==> src/rtl/riscv_mem_port_arbiter.sv <==
`default_nettype none
// ============================================================================
// Module   : riscv_mem_port_arbiter
// Purpose  : Shares one external memory port between the IF and MEM stages.
//            One outstanding transaction. Each response is returned to the
//            requester that owns it. Stall signals are driven back to the
//            pipeline. Fetch responses killed by a flush are dropped.
// Revision : 1.0 - initial release
//
// Ports
//   clk                    system clock, rising edge
//   start                  asynchronous active-low reset (0 = reset, 1 = run)
//   i_req/i_addr/i_kill    fetch request, fetch address, flush pulse
//   i_rvalid/i_rdata       fetch response pulse and data
//   d_req/d_we/d_addr/
//   d_wdata/d_wstrb        data request and its fields
//   d_done/d_rdata         data completion pulse and load data
//   if_stall/mem_stall     pipeline stalls
//   mem_req/mem_we/mem_addr/mem_wdata/mem_wstrb/mem_gnt   memory request side
//   mem_rvalid/mem_rdata   memory response side
//
// Optional feature macro: ARB_ROUND_ROBIN_EN
//   Defined   : a last-owner register breaks IDLE ties in favour of the
//               requester that did not own the last completed transaction.
//   Undefined : data always wins an IDLE tie.
// ============================================================================
module riscv_mem_port_arbiter #(
  parameter int ADDR_W = 32,
  parameter int DATA_W = 32,
  parameter int STRB_W = DATA_W / 8
) (
  input  logic              clk,
  input  logic              start,
  input  logic              i_req,
  input  logic [ADDR_W-1:0] i_addr,
  input  logic              i_kill,
  output logic              i_rvalid,
  output logic [DATA_W-1:0] i_rdata,
  input  logic              d_req,
  input  logic              d_we,
  input  logic [ADDR_W-1:0] d_addr,
  input  logic [DATA_W-1:0] d_wdata,
  input  logic [STRB_W-1:0] d_wstrb,
  output logic              d_done,
  output logic [DATA_W-1:0] d_rdata,
  output logic              if_stall,
  output logic              mem_stall,
  output logic              mem_req,
  output logic              mem_we,
  output logic [ADDR_W-1:0] mem_addr,
  output logic [DATA_W-1:0] mem_wdata,
  output logic [STRB_W-1:0] mem_wstrb,
  input  logic              mem_gnt,
  input  logic              mem_rvalid,
  input  logic [DATA_W-1:0] mem_rdata
);

  typedef enum logic [2:0] {
    S_IDLE  = 3'd0,
    S_I_REQ = 3'd1,
    S_I_RSP = 3'd2,
    S_D_REQ = 3'd3,
    S_D_RSP = 3'd4
  } state_t;

  state_t            r_state;
  state_t            w_state_nxt;
  logic              r_drop;
  logic              w_drop_nxt;
  logic              w_cap_i;
  logic              w_cap_d;
  logic              w_i_ok;
  logic              w_d_win;
  logic              w_i_win;

  logic              r_we;
  logic [ADDR_W-1:0] r_addr;
  logic [DATA_W-1:0] r_wdata;
  logic [STRB_W-1:0] r_wstrb;

  // A fetch presented together with a kill carries a stale PC, so it is
  // never eligible for arbitration.
  assign w_i_ok = i_req & ~i_kill;

`ifdef ARB_ROUND_ROBIN_EN
  // 1 = data owned the last completed transaction, 0 = fetch.
  logic r_last_data;

  always_ff @(posedge clk or negedge start) begin
    if (!start) begin
      r_last_data <= 1'b0;
    end else if (mem_rvalid && (r_state == S_I_RSP)) begin
      r_last_data <= 1'b0;
    end else if (mem_rvalid && (r_state == S_D_RSP)) begin
      r_last_data <= 1'b1;
    end
  end

  assign w_d_win = d_req & (~w_i_ok | ~r_last_data);
`else
  assign w_d_win = d_req;
`endif

  assign w_i_win = w_i_ok & ~w_d_win;

  always_ff @(posedge clk or negedge start) begin
    if (!start) begin
      r_state <= S_IDLE;
      r_drop  <= 1'b0;
    end else begin
      r_state <= w_state_nxt;
      r_drop  <= w_drop_nxt;
    end
  end

  always_comb begin
    w_state_nxt = r_state;
    w_drop_nxt  = r_drop;
    w_cap_i     = 1'b0;
    w_cap_d     = 1'b0;
    case (r_state)
      S_IDLE: begin
        if (w_d_win) begin
          w_state_nxt = S_D_REQ;
          w_cap_d     = 1'b1;
        end else if (w_i_win) begin
          w_state_nxt = S_I_REQ;
          w_cap_i     = 1'b1;
        end
      end
      S_I_REQ: begin
        if (i_kill)  w_drop_nxt  = 1'b1;
        if (mem_gnt) w_state_nxt = S_I_RSP;
      end
      S_I_RSP: begin
        // The bus transaction always finishes; drop only suppresses the pulse.
        if (mem_rvalid) begin
          w_state_nxt = S_IDLE;
          w_drop_nxt  = 1'b0;
        end else if (i_kill) begin
          w_drop_nxt  = 1'b1;
        end
      end
      S_D_REQ: begin
        if (mem_gnt) w_state_nxt = S_D_RSP;
      end
      S_D_RSP: begin
        if (mem_rvalid) w_state_nxt = S_IDLE;
      end
      default: begin
        w_state_nxt = S_IDLE;
        w_drop_nxt  = 1'b0;
      end
    endcase
  end

  // Request fields are latched on the arbitration edge so mem_* stays stable
  // for the whole request phase regardless of what the requester does.
  always_ff @(posedge clk or negedge start) begin
    if (!start) begin
      r_we    <= 1'b0;
      r_addr  <= '0;
      r_wdata <= '0;
      r_wstrb <= '0;
    end else if (w_cap_d) begin
      r_we    <= d_we;
      r_addr  <= d_addr;
      r_wdata <= d_wdata;
      r_wstrb <= d_wstrb;
    end else if (w_cap_i) begin
      r_we    <= 1'b0;
      r_addr  <= i_addr;
      r_wdata <= '0;
      r_wstrb <= '0;
    end
  end

  assign mem_req   = (r_state == S_I_REQ) || (r_state == S_D_REQ);
  assign mem_we    = r_we;
  assign mem_addr  = r_addr;
  assign mem_wdata = r_wdata;
  assign mem_wstrb = r_wstrb;

  // A kill coinciding with rvalid discards that same response.
  assign i_rvalid  = (r_state == S_I_RSP) & mem_rvalid & ~r_drop & ~i_kill;
  assign i_rdata   = mem_rdata;
  assign d_done    = (r_state == S_D_RSP) & mem_rvalid;
  assign d_rdata   = mem_rdata;

  assign if_stall  = i_req & ~i_rvalid;
  assign mem_stall = d_req & ~d_done;

`ifndef SYNTHESIS
  // Requesters must hold req until their response. A killed fetch may let go.
  always_ff @(posedge clk) begin
    if (start) begin
      if ((r_state == S_D_REQ) || (r_state == S_D_RSP)) begin
        assert (d_req);
      end
      if (((r_state == S_I_REQ) || (r_state == S_I_RSP)) && !r_drop && !i_kill) begin
        assert (i_req);
      end
    end
  end
`endif

endmodule
`default_nettype wire

==> config.mk <==
export PLATFORM = sky130hd
export DESIGN_NAME = riscv_mem_port_arbiter
export DESIGN_NICKNAME = d
export VERILOG_FILES = /design/src/rtl/riscv_mem_port_arbiter.sv
export SDC_FILE = /design/constraint.sdc
export NUM_CORES = 1
export LEC_CHECK = 0
export ABC_AREA = 1
export BUFFER_PORTS_ARGS = -buffer_cell sky130_fd_sc_hd__buf_4
export CAP_MARGIN = 0
export CORE_MARGIN = 8
export CORE_UTILIZATION = 44
export DETAILED_ROUTE_END_ITERATION = 8
export GPL_ROUTABILITY_DRIVEN = 1
export MAX_ROUTING_LAYER = met4
export PLACE_DENSITY = 0.86
export SYNTH_ARGS = -nofsm -noshare
export SYNTH_HDL_FRONTEND = slang
export SYNTH_SLANG_ARGS = --single-unit
==> constraint.sdc <==
create_clock -name clk -period 2.1 [get_ports clk]
set_clock_uncertainty 0.05 [all_clocks]
set_input_delay 0.315 -clock clk [delete_from_list [all_inputs] [get_ports clk]]
set_output_delay 0.315 -clock clk [all_outputs]
set_load 0.02 [all_outputs]
==> results.json, run 1 <==
{
  "status": "finished clean",
  "avgSynthCellArea_sq_um": 8.02,
  "num_antenna_cells": 0,
  "dieWidth_um": 109,
  "numCtsBuffers": 9,
  "comb_power_share_pct": 51.6,
  "rrSetupSlack_ps": 490,
  "grt_util_met1_pct": 22.0,
  "first_pass_iters": 4,
  "yosys.area.top_type": "dfrtp_1",
  "cts_root_buf": "clkbuf_8",
  "setup_tns_ps": 0,
  "use_met3_pct": 4.40,
  "reg2reg_depth": 6,
  "worstPathRequired_ps": 1740,
  "internal-power_uw": 4060,
  "syn_area_sq_um": 3830,
  "synthCells": 478,
  "cts_tree": "built",
  "cp.arrival_ps": 1500,
  "hold_path_startpoint": "d_wdata[4]",
  "vias": 3433,
  "clock_latency_ps": 330,
  "async_reset_ff_share_pct": 100,
  "io_pins": 278,
  "power.clock.fraction_pct": 14.9,
  "ys_seq_elements": 73,
  "vdd_drop_max_mv": 0.847,
  "yosys_warnings": 0,
  "syn-num-nets": 618,
  "cts-resized-gates": 0,
  "end_kind": "output pin",
  "synthAdderAreaFrac_pct": 0,
  "p_sw_uw": 3240,
  "rsz0062_at_grt": "no",
  "overflow": 0,
  "preCtsSetupSlack_ps": 389,
  "setup_viol": 0,
  "pwr-share-seq_pct": 33.5,
  "seqCellArea_sq_um": 1830,
  "synth_xor_area_share_pct": 0,
  "drive_gt1_share_pct": 34.8,
  "synth.area.mux_share_pct": 0,
  "rows": 34,
  "path_class": "reg2out",
  "slew_headroom_pct": 33.5,
  "leakage_uw": 0.00292,
  "grt_pass1_vias": 3475,
  "worstMarginPinSlew_ps": 997,
  "multi_input_area_sq_um": 1230,
  "grt_pass1_wl_mm": 17.6,
  "cap_violations": 0,
  "num-fill-cells": 786,
  "hold_end": "mem_wdata[4]",
  "grt_usage_pct": 19.2,
  "drt_iter0_markers": 165,
  "final_nets": 729,
  "worst_slack_ps": 234,
  "cts_sinks": 73,
  "synth_cell_type_count": 19,
  "synth-main-ff-cell": "dfrtp_1",
  "cts_max_level": 3,
  "synth_compound_area_share_pct": 6.79,
  "holdWs_ps": 141,
  "fmax_ghz": 0.536,
  "synthSimpleGateAreaFrac_pct": 25.3,
  "avgRoutedWirePerCell_um": 16.2,
  "wirelength_mm": 11.3,
  "synth-seq-area-share_pct": 47.7,
  "yosysMostFrequentCell": "nand2_1",
  "fin_crit_ps": 1870,
  "core_area_sq_um": 8590,
  "antenna_found_initial": 0,
  "avgViaCountPerCell": 4.89,
  "place.port_buffers": 181,
  "slew_viol_final": 0,
  "busiest_layer": "met2",
  "synth_common_cells": "nand2_1 (182), buf_4 (74), dfrtp_1 (73)",
  "syn_to_final_growth_pct": 30.0,
  "synth_area_leaders": "dfrtp_1 (48%), nand2_1 (18%), buf_4 (14%)",
  "dieArea_sq_um": 12000,
  "synth_top_family_by_area": "simple AND/OR/NAND/NOR gates",
  "synth_top_area_share_pct": 47.7,
  "r2r_end": "mem_addr[7]",
  "period_share_pct": 88.9,
  "clk_pin_slew_worst_paths_ps": 90,
  "cts.path.max_buffers": 2,
  "postRouteAntennaNets": 0,
  "hp-class": "in2reg",
  "start_util_pct": 44.6,
  "final_util_pct": 58.0,
  "grt_max_degree": 71,
  "drc": 0,
  "crit_fanout": 5,
  "cp-start-kind": "flop",
  "power.density_nw_per_um2": 1460,
  "hold_violations": 0,
  "dp_hpwl_mm": 8.48,
  "whs_path_depth": 3,
  "rr_startpoint": "r_state[1]",
  "p_sw_share_pct": 44.4,
  "routabilityCongestion": 0.849,
  "synth-edff-count": 0,
  "grt_use_met2_pct": 31.6,
  "dieHeight_um": 109
}
==> cell type report <==
| type | count | area share (%) |
|---|---|---|
| Inverter | 42 | 3.16 |
| Tap cell | 108 | 2.71 |
| Sequential cell | 73 | 36.7 |
| Clock buffer | 9 | 2.49 |
| Clock inverter | 7 | 1.43 |
| Timing Repair Buffer | 188 | 28.9 |
| Multi-Input combinational cell | 275 | 24.7 |
==> cell families (layout without fill, tap and decap cells) <==
family	Yosys count	in the layout
simple gates	239	239
buf+inv	130	246
flops	73	73
compound gates	36	36
==> critical path, cell delays in order (launching register included) <==
cell     delay (ps)
dfrtp_1         430
nor2_2          230
nand2_1         140
o21ai_0         160
inv_1            60
buf_4           150
==> layer usage <==
layer / vias to the layer above / routed length [um]
met4: 0 / 282
li1: 1649 / -
met5: - / 0
met3: 31 / 887
met2: 148 / 5830
met1: 1605 / 4340
==> through the flow <==
stage / instance area [sq um] / total power (uW) / cells
after CTS: 4980 / 7400 / 702
after detailed placement: 4780 / 6290 / 685
after global placement: 4780 / 6130 / 685
after floorplan: 3830 / 4870 / 478
after global routing: 4980 / 7830 / 702
final: 4980 / 7290 / 702
==> layout by cell type (no fill, tap or decap) <==
cell           count
nor2_2             1
buf_4            185
clkbuf_8           9
bufinv_16          1
o211ai_1          32
nand2_1          182
a21oi_1            1
clkinvlp_4         3
and3_1             1
nand2_2            1
nor2_4             1
clkinv_2           2
nand4_1            2
nand3_1           41
inv_2              1
dfrtp_1           73
inv_1             41
buf_12             2
dlygate4sd3_1      1
clkinv_4           1
nor3_1             1
nor2_1             9
o21ai_0            3
==> registers in the layout, summed over array words and instances, names as in the netlist <==
name       flops
mem_addr      32
mem_wdata     32
mem_wstrb      4
r_state        3
mem_we         1
r_drop         1
==> what timing repair did <==
item	4_1_cts	5_1_grt
endpoints found under the hold margin	37	0
hold buffers	1	0
buffers inserted	0	0
==> power groups by stage <==
stage | sequential [uW] | combinational, uW | clock (uW)
after global placement | 2430 | 3700 | 0
after floorplan | 3140 | 1720 | 0
final | 2440 | 3760 | 1090
after detailed placement | 2460 | 3830 | 0
after CTS | 2450 | 3830 | 1120
after global routing | 2530 | 4130 | 1170
==> worst max path at each step <==
stage,startpoint,endpoint,depth (start not counted)
floorplan,r_state[0],if_stall,5
global placement,d_req,mem_addr[4],4
detailed placement,d_req,mem_addr[7],4
CTS,r_state[1],mem_stall,5
global route,r_state[1],mem_stall,5
finish,r_state[1],mem_stall,5
(Power assumes the default switching activity.)
==> run 2: changes to the inputs <==
--- a/config.mk
+++ b/config.mk
@@ -6,7 +6,7 @@
 export NUM_CORES = 1
 export LEC_CHECK = 0
 export ABC_AREA = 1
-export BUFFER_PORTS_ARGS = -buffer_cell sky130_fd_sc_hd__buf_4
+export BUFFER_PORTS_ARGS = -buffer_cell sky130_fd_sc_hd__buf_2
 export CAP_MARGIN = 0
 export CORE_MARGIN = 8
 export CORE_UTILIZATION = 44
@@ -17,3 +17,4 @@
 export SYNTH_ARGS = -nofsm -noshare
 export SYNTH_HDL_FRONTEND = slang
 export SYNTH_SLANG_ARGS = --single-unit
+export TNS_END_PERCENT = 100
==> run 2 against run 1 <==
  * Combinational power shrank 9.8%
  * Worst hold slack improved by 13 ps
  * Sequential cell count unchanged
  * Critical path type unchanged
==> results.json, run 2 (synthesis gave the netlist of run 1 again) <==
{
  "leakage_uw": 0.00283,
  "postRouteAntennaNets": 0,
  "core_area_sq_um": 8590,
  "place.port_buffers": 181,
  "vdd_drop_max_mv": 0.697,
  "io_pins": 278,
  "path_class": "reg2out",
  "drt_iter0_markers": 117,
  "rsz0062_at_grt": "no",
  "worstMarginPinSlew_ps": 953,
  "cts_sinks": 73,
  "status": "finished clean",
  "slew_viol_final": 0,
  "cts_max_level": 3,
  "cts_tree": "built",
  "numCtsBuffers": 9,
  "slew_headroom_pct": 36.4,
  "preCtsSetupSlack_ps": 410,
  "worstPathRequired_ps": 1740,
  "fmax_ghz": 0.537,
  "grt_util_met1_pct": 20.9,
  "start_util_pct": 44.6,
  "holdWs_ps": 154,
  "final_nets": 731,
  "hold_violations": 0,
  "setup_tns_ps": 0,
  "dieWidth_um": 109,
  "vias": 3336,
  "grt_pass1_wl_mm": 16.9,
  "period_share_pct": 88.6,
  "wirelength_mm": 10.7,
  "end_kind": "output pin",
  "post_cts_buffers": 0,
  "final_area_sq_um": 4590,
  "cap_violations": 0,
  "busiest_layer": "met2",
  "dp_hpwl_mm": 8.16,
  "use_met3_pct": 5.16,
  "clk_pin_slew_worst_paths_ps": 80,
  "worst_slack_ps": 239,
  "drc": 0,
  "fin_crit_ps": 1860,
  "rows": 34,
  "crit_fanout": 5,
  "clock_latency_ps": 330,
  "grt_max_degree": 39,
  "dieArea_sq_um": 12000,
  "grt_pass1_vias": 3417,
  "layout_commonest_cell": "nand2_1",
  "setup_viol": 0,
  "routabilityCongestion": 0.845,
  "first_pass_iters": 4,
  "cp-start-kind": "flop",
  "avgRoutedWirePerCell_um": 15.2,
  "syn_to_final_growth_pct": 19.6,
  "power.density_nw_per_um2": 1530,
  "num_antenna_cells": 0,
  "cts_root_buf": "clkbuf_8",
  "final_util_pct": 53.4,
  "dieHeight_um": 109,
  "grt_use_met2_pct": 30.1,
  "placed_area_sq_um": 4360,
  "overflow": 0,
  "cts.path.max_buffers": 2,
  "drive_gt1_share_pct": 34.9,
  "antenna_found_initial": 0,
  "cp.arrival_ps": 1500,
  "avgViaCountPerCell": 4.74,
  "grt_usage_pct": 18.4,
  "hp-class": "in2reg",
  "final_cell_mix": "nand2_1 (182), buf_2 (180), dfrtp_1 (73), inv_1 (41), nand3_1 (41)"
}
[run 2: changes by cell type in the layout (fill, tap and decap cells not counted), sizes merged]
| cell | previous run | this run |
|---|---|---|
| clkinvlp | 3 | 0 |
| buf | 187 | 189 |
| clkbuf | 9 | 11 |
| bufinv | 1 | 2 |
[run 2: through the flow]
| stage | total power (uW) | cells |
|---|---|---|
| 2_1_floorplan | 4870 | 478 |
| 3_3_place_gp | 5740 | 687 |
| 3_5_place_dp | 5880 | 687 |
| 4_1_cts | 7130 | 704 |
| 5_1_grt | 7580 | 704 |
| 6_report | 7020 | 704 |
[run 2: path summary, 6_finish.rpt]
| kind | start | to | slack, ps | cells after the start |
|---|---|---|---|---|
| worst max-delay path | r_state[1] | mem_stall | 240 | 5 |
| worst min-delay path | d_addr[17] | mem_addr[17] | 150 | 3 |
| worst max register to register | r_state[1] | mem_wdata[10] | 480 | 7 |
| worst min register to register | mem_wdata[4] | mem_wdata[4] | 420 | 2 |
| max in group asynchronous | start | mem_addr[14] | 1000 | 3 |
| min in group asynchronous | start | mem_wdata[2] | 430 | 2 |
[run 2: power breakdown]
part / leakage, uW / internal (uW) / switching [uW]
clock: 0.000113 / 701 / 520
sequential: 0.000920 / 2050 / 363
combinational: 0.00180 / 1100 / 2280
total: 0.00283 / 3860 / 3170
[run 2: metal layers]
layer / vias to the layer above / wire (um)
met5: - / 0
met4: 0 / 227
met3: 29 / 899
met2: 142 / 5440
met1: 1510 / 4160
li1: 1655 / -
[run 2: worst max-delay path: stages (launching register included)]
cell	delay, ps
dfrtp_1	440
nor2_2	240
nand2_1	120
o21ai_0	160
inv_1	50
buf_2	150
[run 2: area by class of cell]
class / instances / area, sq um
Clock buffer: 11 / 141
Timing Repair Buffer: 190 / 1020
Tap cell: 108 / 135
Sequential cell: 73 / 1830
Fill cell: 815 / 4010
Multi-Input combinational cell: 275 / 1230
Clock inverter: 5 / 78.8
Inverter: 42 / 158
[run 2: timing repair]
item	in CTS	in global routing
hold endpoints to repair	37	0
gates resized for setup	0	0
hold buffers	1	0
==> run 3: changes to the inputs <==
--- a/config.mk
+++ b/config.mk
@@ -14,6 +14,7 @@
 export GPL_ROUTABILITY_DRIVEN = 1
 export MAX_ROUTING_LAYER = met4
 export PLACE_DENSITY = 0.86
+export REMOVE_ABC_BUFFERS = 1
 export SYNTH_ARGS = -nofsm -noshare
 export SYNTH_HDL_FRONTEND = slang
 export SYNTH_SLANG_ARGS = --single-unit
==> constraint.sdc (replaced) <==
create_clock -name clk -period 2.1 [get_ports clk]
set_clock_uncertainty 0.05 [all_clocks]
set_input_delay 0.315 -clock clk [delete_from_list [all_inputs] [get_ports clk]]
set_output_delay 0.315 -clock clk [all_outputs]
set_load 0.05 [all_outputs]
==> run 3 against run 2 <==
  * Critical path type unchanged
  * Global-route usage rose by 5.5 points
  * Final cell count did not move
  * Count of clock-buffer cells in the layout fell by 2
  * Via count rose by 6.6%
  * Worst setup slack got worse by 45 ps
  * Sequential cell count did not move
  * Combinational power rose by 43%
  * Sequential share of layout area barely moved
  * Wire length rose by 36%
  * First-iteration DRC count rose by 110%
  * Largest cell class unchanged
==> results.json, run 3 (synthesis gave the netlist of run 1 again) <==
{
  "cts_sinks": 73,
  "overflow": 0,
  "cts_tree": "built",
  "cts-resized-gates": 0,
  "clock_latency_ps": 330,
  "met2_length_mm": 6.88,
  "rrSetupSlack_ps": 410,
  "start_util_pct": 44.6,
  "core_area_sq_um": 8590,
  "fmax_ghz": 0.525,
  "cts_max_level": 3,
  "dr.max_layer_used": "met4",
  "setup_tns_ps": 0,
  "post_cts_buffers": 0,
  "period_share_pct": 90.8,
  "drt_iter0_markers": 248,
  "setup_viol": 0,
  "grt_pass1_wl_mm": 20.5,
  "num-fill-cells": 843,
  "avgViaCountPerCell": 5.05,
  "slew_headroom_pct": 65.2,
  "drive_gt1_share_pct": 35.1,
  "grt_max_degree": 71,
  "end_kind": "output pin",
  "rows": 34,
  "leakage_uw": 0.00282,
  "layout_commonest_cell": "nand2_1",
  "dr_wl_met3_mm": 2.48,
  "dp_hpwl_mm": 11.9,
  "power.density_nw_per_um2": 1850,
  "multi_input_area_sq_um": 1230,
  "dieWidth_um": 109,
  "grt_pass1_vias": 3552,
  "io_pins": 278,
  "rsz0062_at_grt": "no",
  "vias": 3555,
  "worstPathRequired_ps": 1740,
  "drc": 0,
  "finalPower_uw": 8480,
  "first_pass_iters": 6,
  "postRouteAntennaNets": 0,
  "avgRoutedWirePerCell_um": 20.7,
  "dieArea_sq_um": 12000,
  "antenna_found_initial": 0,
  "hp-class": "in2reg",
  "r2r_end": "r_state[1]",
  "fin_crit_ps": 1910,
  "vdd_drop_max_mv": 0.788,
  "drt-met1-wl_mm": 5.02,
  "slew_viol_final": 0,
  "final_cell_mix": "nand2_1 (182), buf_2 (180), dfrtp_1 (73), inv_1 (41), nand3_1 (41)",
  "cap_violations": 0,
  "routabilityCongestion": 0.903,
  "final_nets": 731,
  "wirelength_mm": 14.6,
  "hold_path_startpoint": "d_addr[11]",
  "cp.arrival_ps": 1540,
  "numCtsBuffers": 9,
  "dieHeight_um": 109,
  "whs_path_depth": 3,
  "syn_to_final_growth_pct": 19.6,
  "grt_usage_pct": 23.9,
  "seqCellArea_sq_um": 1830,
  "cts_root_buf": "clkbuf_8",
  "num_antenna_cells": 0,
  "path_class": "reg2out",
  "cts.path.max_buffers": 2,
  "place.port_buffers": 181,
  "hold_violations": 0,
  "rr_startpoint": "r_state[1]",
  "clk_pin_slew_worst_paths_ps": 80,
  "final_util_pct": 53.3,
  "worstMarginPinSlew_ps": 522,
  "cp-start-kind": "flop",
  "hold_end": "mem_addr[11]",
  "status": "finished clean",
  "crit_fanout": 4,
  "reg2reg_depth": 7
}
[run 3: final cells by class]
cell class / count / share of cell area [%]
multi-input combinational: 275 / 26.8
clock inverter: 7 / 2.07
inverter: 42 / 3.44
sequential: 73 / 39.8
timing repair buffer: 190 / 22.2
tap: 108 / 2.95
clock buffer: 9 / 2.70
[run 3: power breakdown]
group,total [uW],internal [uW],switching [uW],leakage [uW]
Combinational,4850,1110,3740,0.00180
Clock,1210,669,538,0.000109
Sequential,2430,2050,379,0.000920
Total,8480,3830,4650,0.00282
[run 3: worst max path at each step]
stage                from            to  slack (ps)  cells past startpoint
2_1_floorplan  r_state[0]      if_stall         140                      5
3_3_place_gp        d_req   mem_addr[6]         510                      6
3_5_place_dp        d_req  mem_addr[17]         470                      6
4_1_cts        r_state[0]      i_rvalid         180                      5
5_1_grt        r_state[0]      i_rvalid           4                      5
6_report       r_state[0]      i_rvalid         190                      5
[run 3: through the flow]
| step | hold slack [ps] | instances | cell area (sq um) | worst slack (ps) |
|---|---|---|---|---|
| CTS | 142 | 704 | 4580 | 182 |
| detailed placement | 276 | 687 | 4360 | 469 |
| floorplan | -30.6 | 390 | 3210 | 137 |
| global placement | 268 | 687 | 4360 | 510 |
| finish | 156 | 704 | 4580 | 194 |
| global route | 142 | 704 | 4580 | 3.57 |
[run 3: what timing repair did]
item	CTS	global route
setup endpoints to repair	0	0
endpoints found under the hold margin	38	0
hold buffers	1	0
[run 3: routing by layer]
layer	global-route usage [%]	vias to the layer above
li1	-	1654
met1	24.7	1649
met2	37.1	242
met3	16.5	10
met4	4.24	0
met5	-	-
[run 3: worst max-delay path, cell delays in order, from the launching register on]
cell and delay (ps):
dfrtp_1 420, inv_1 110, nand2_1 70, nor2_1 150, and3_1 200, buf_2 270
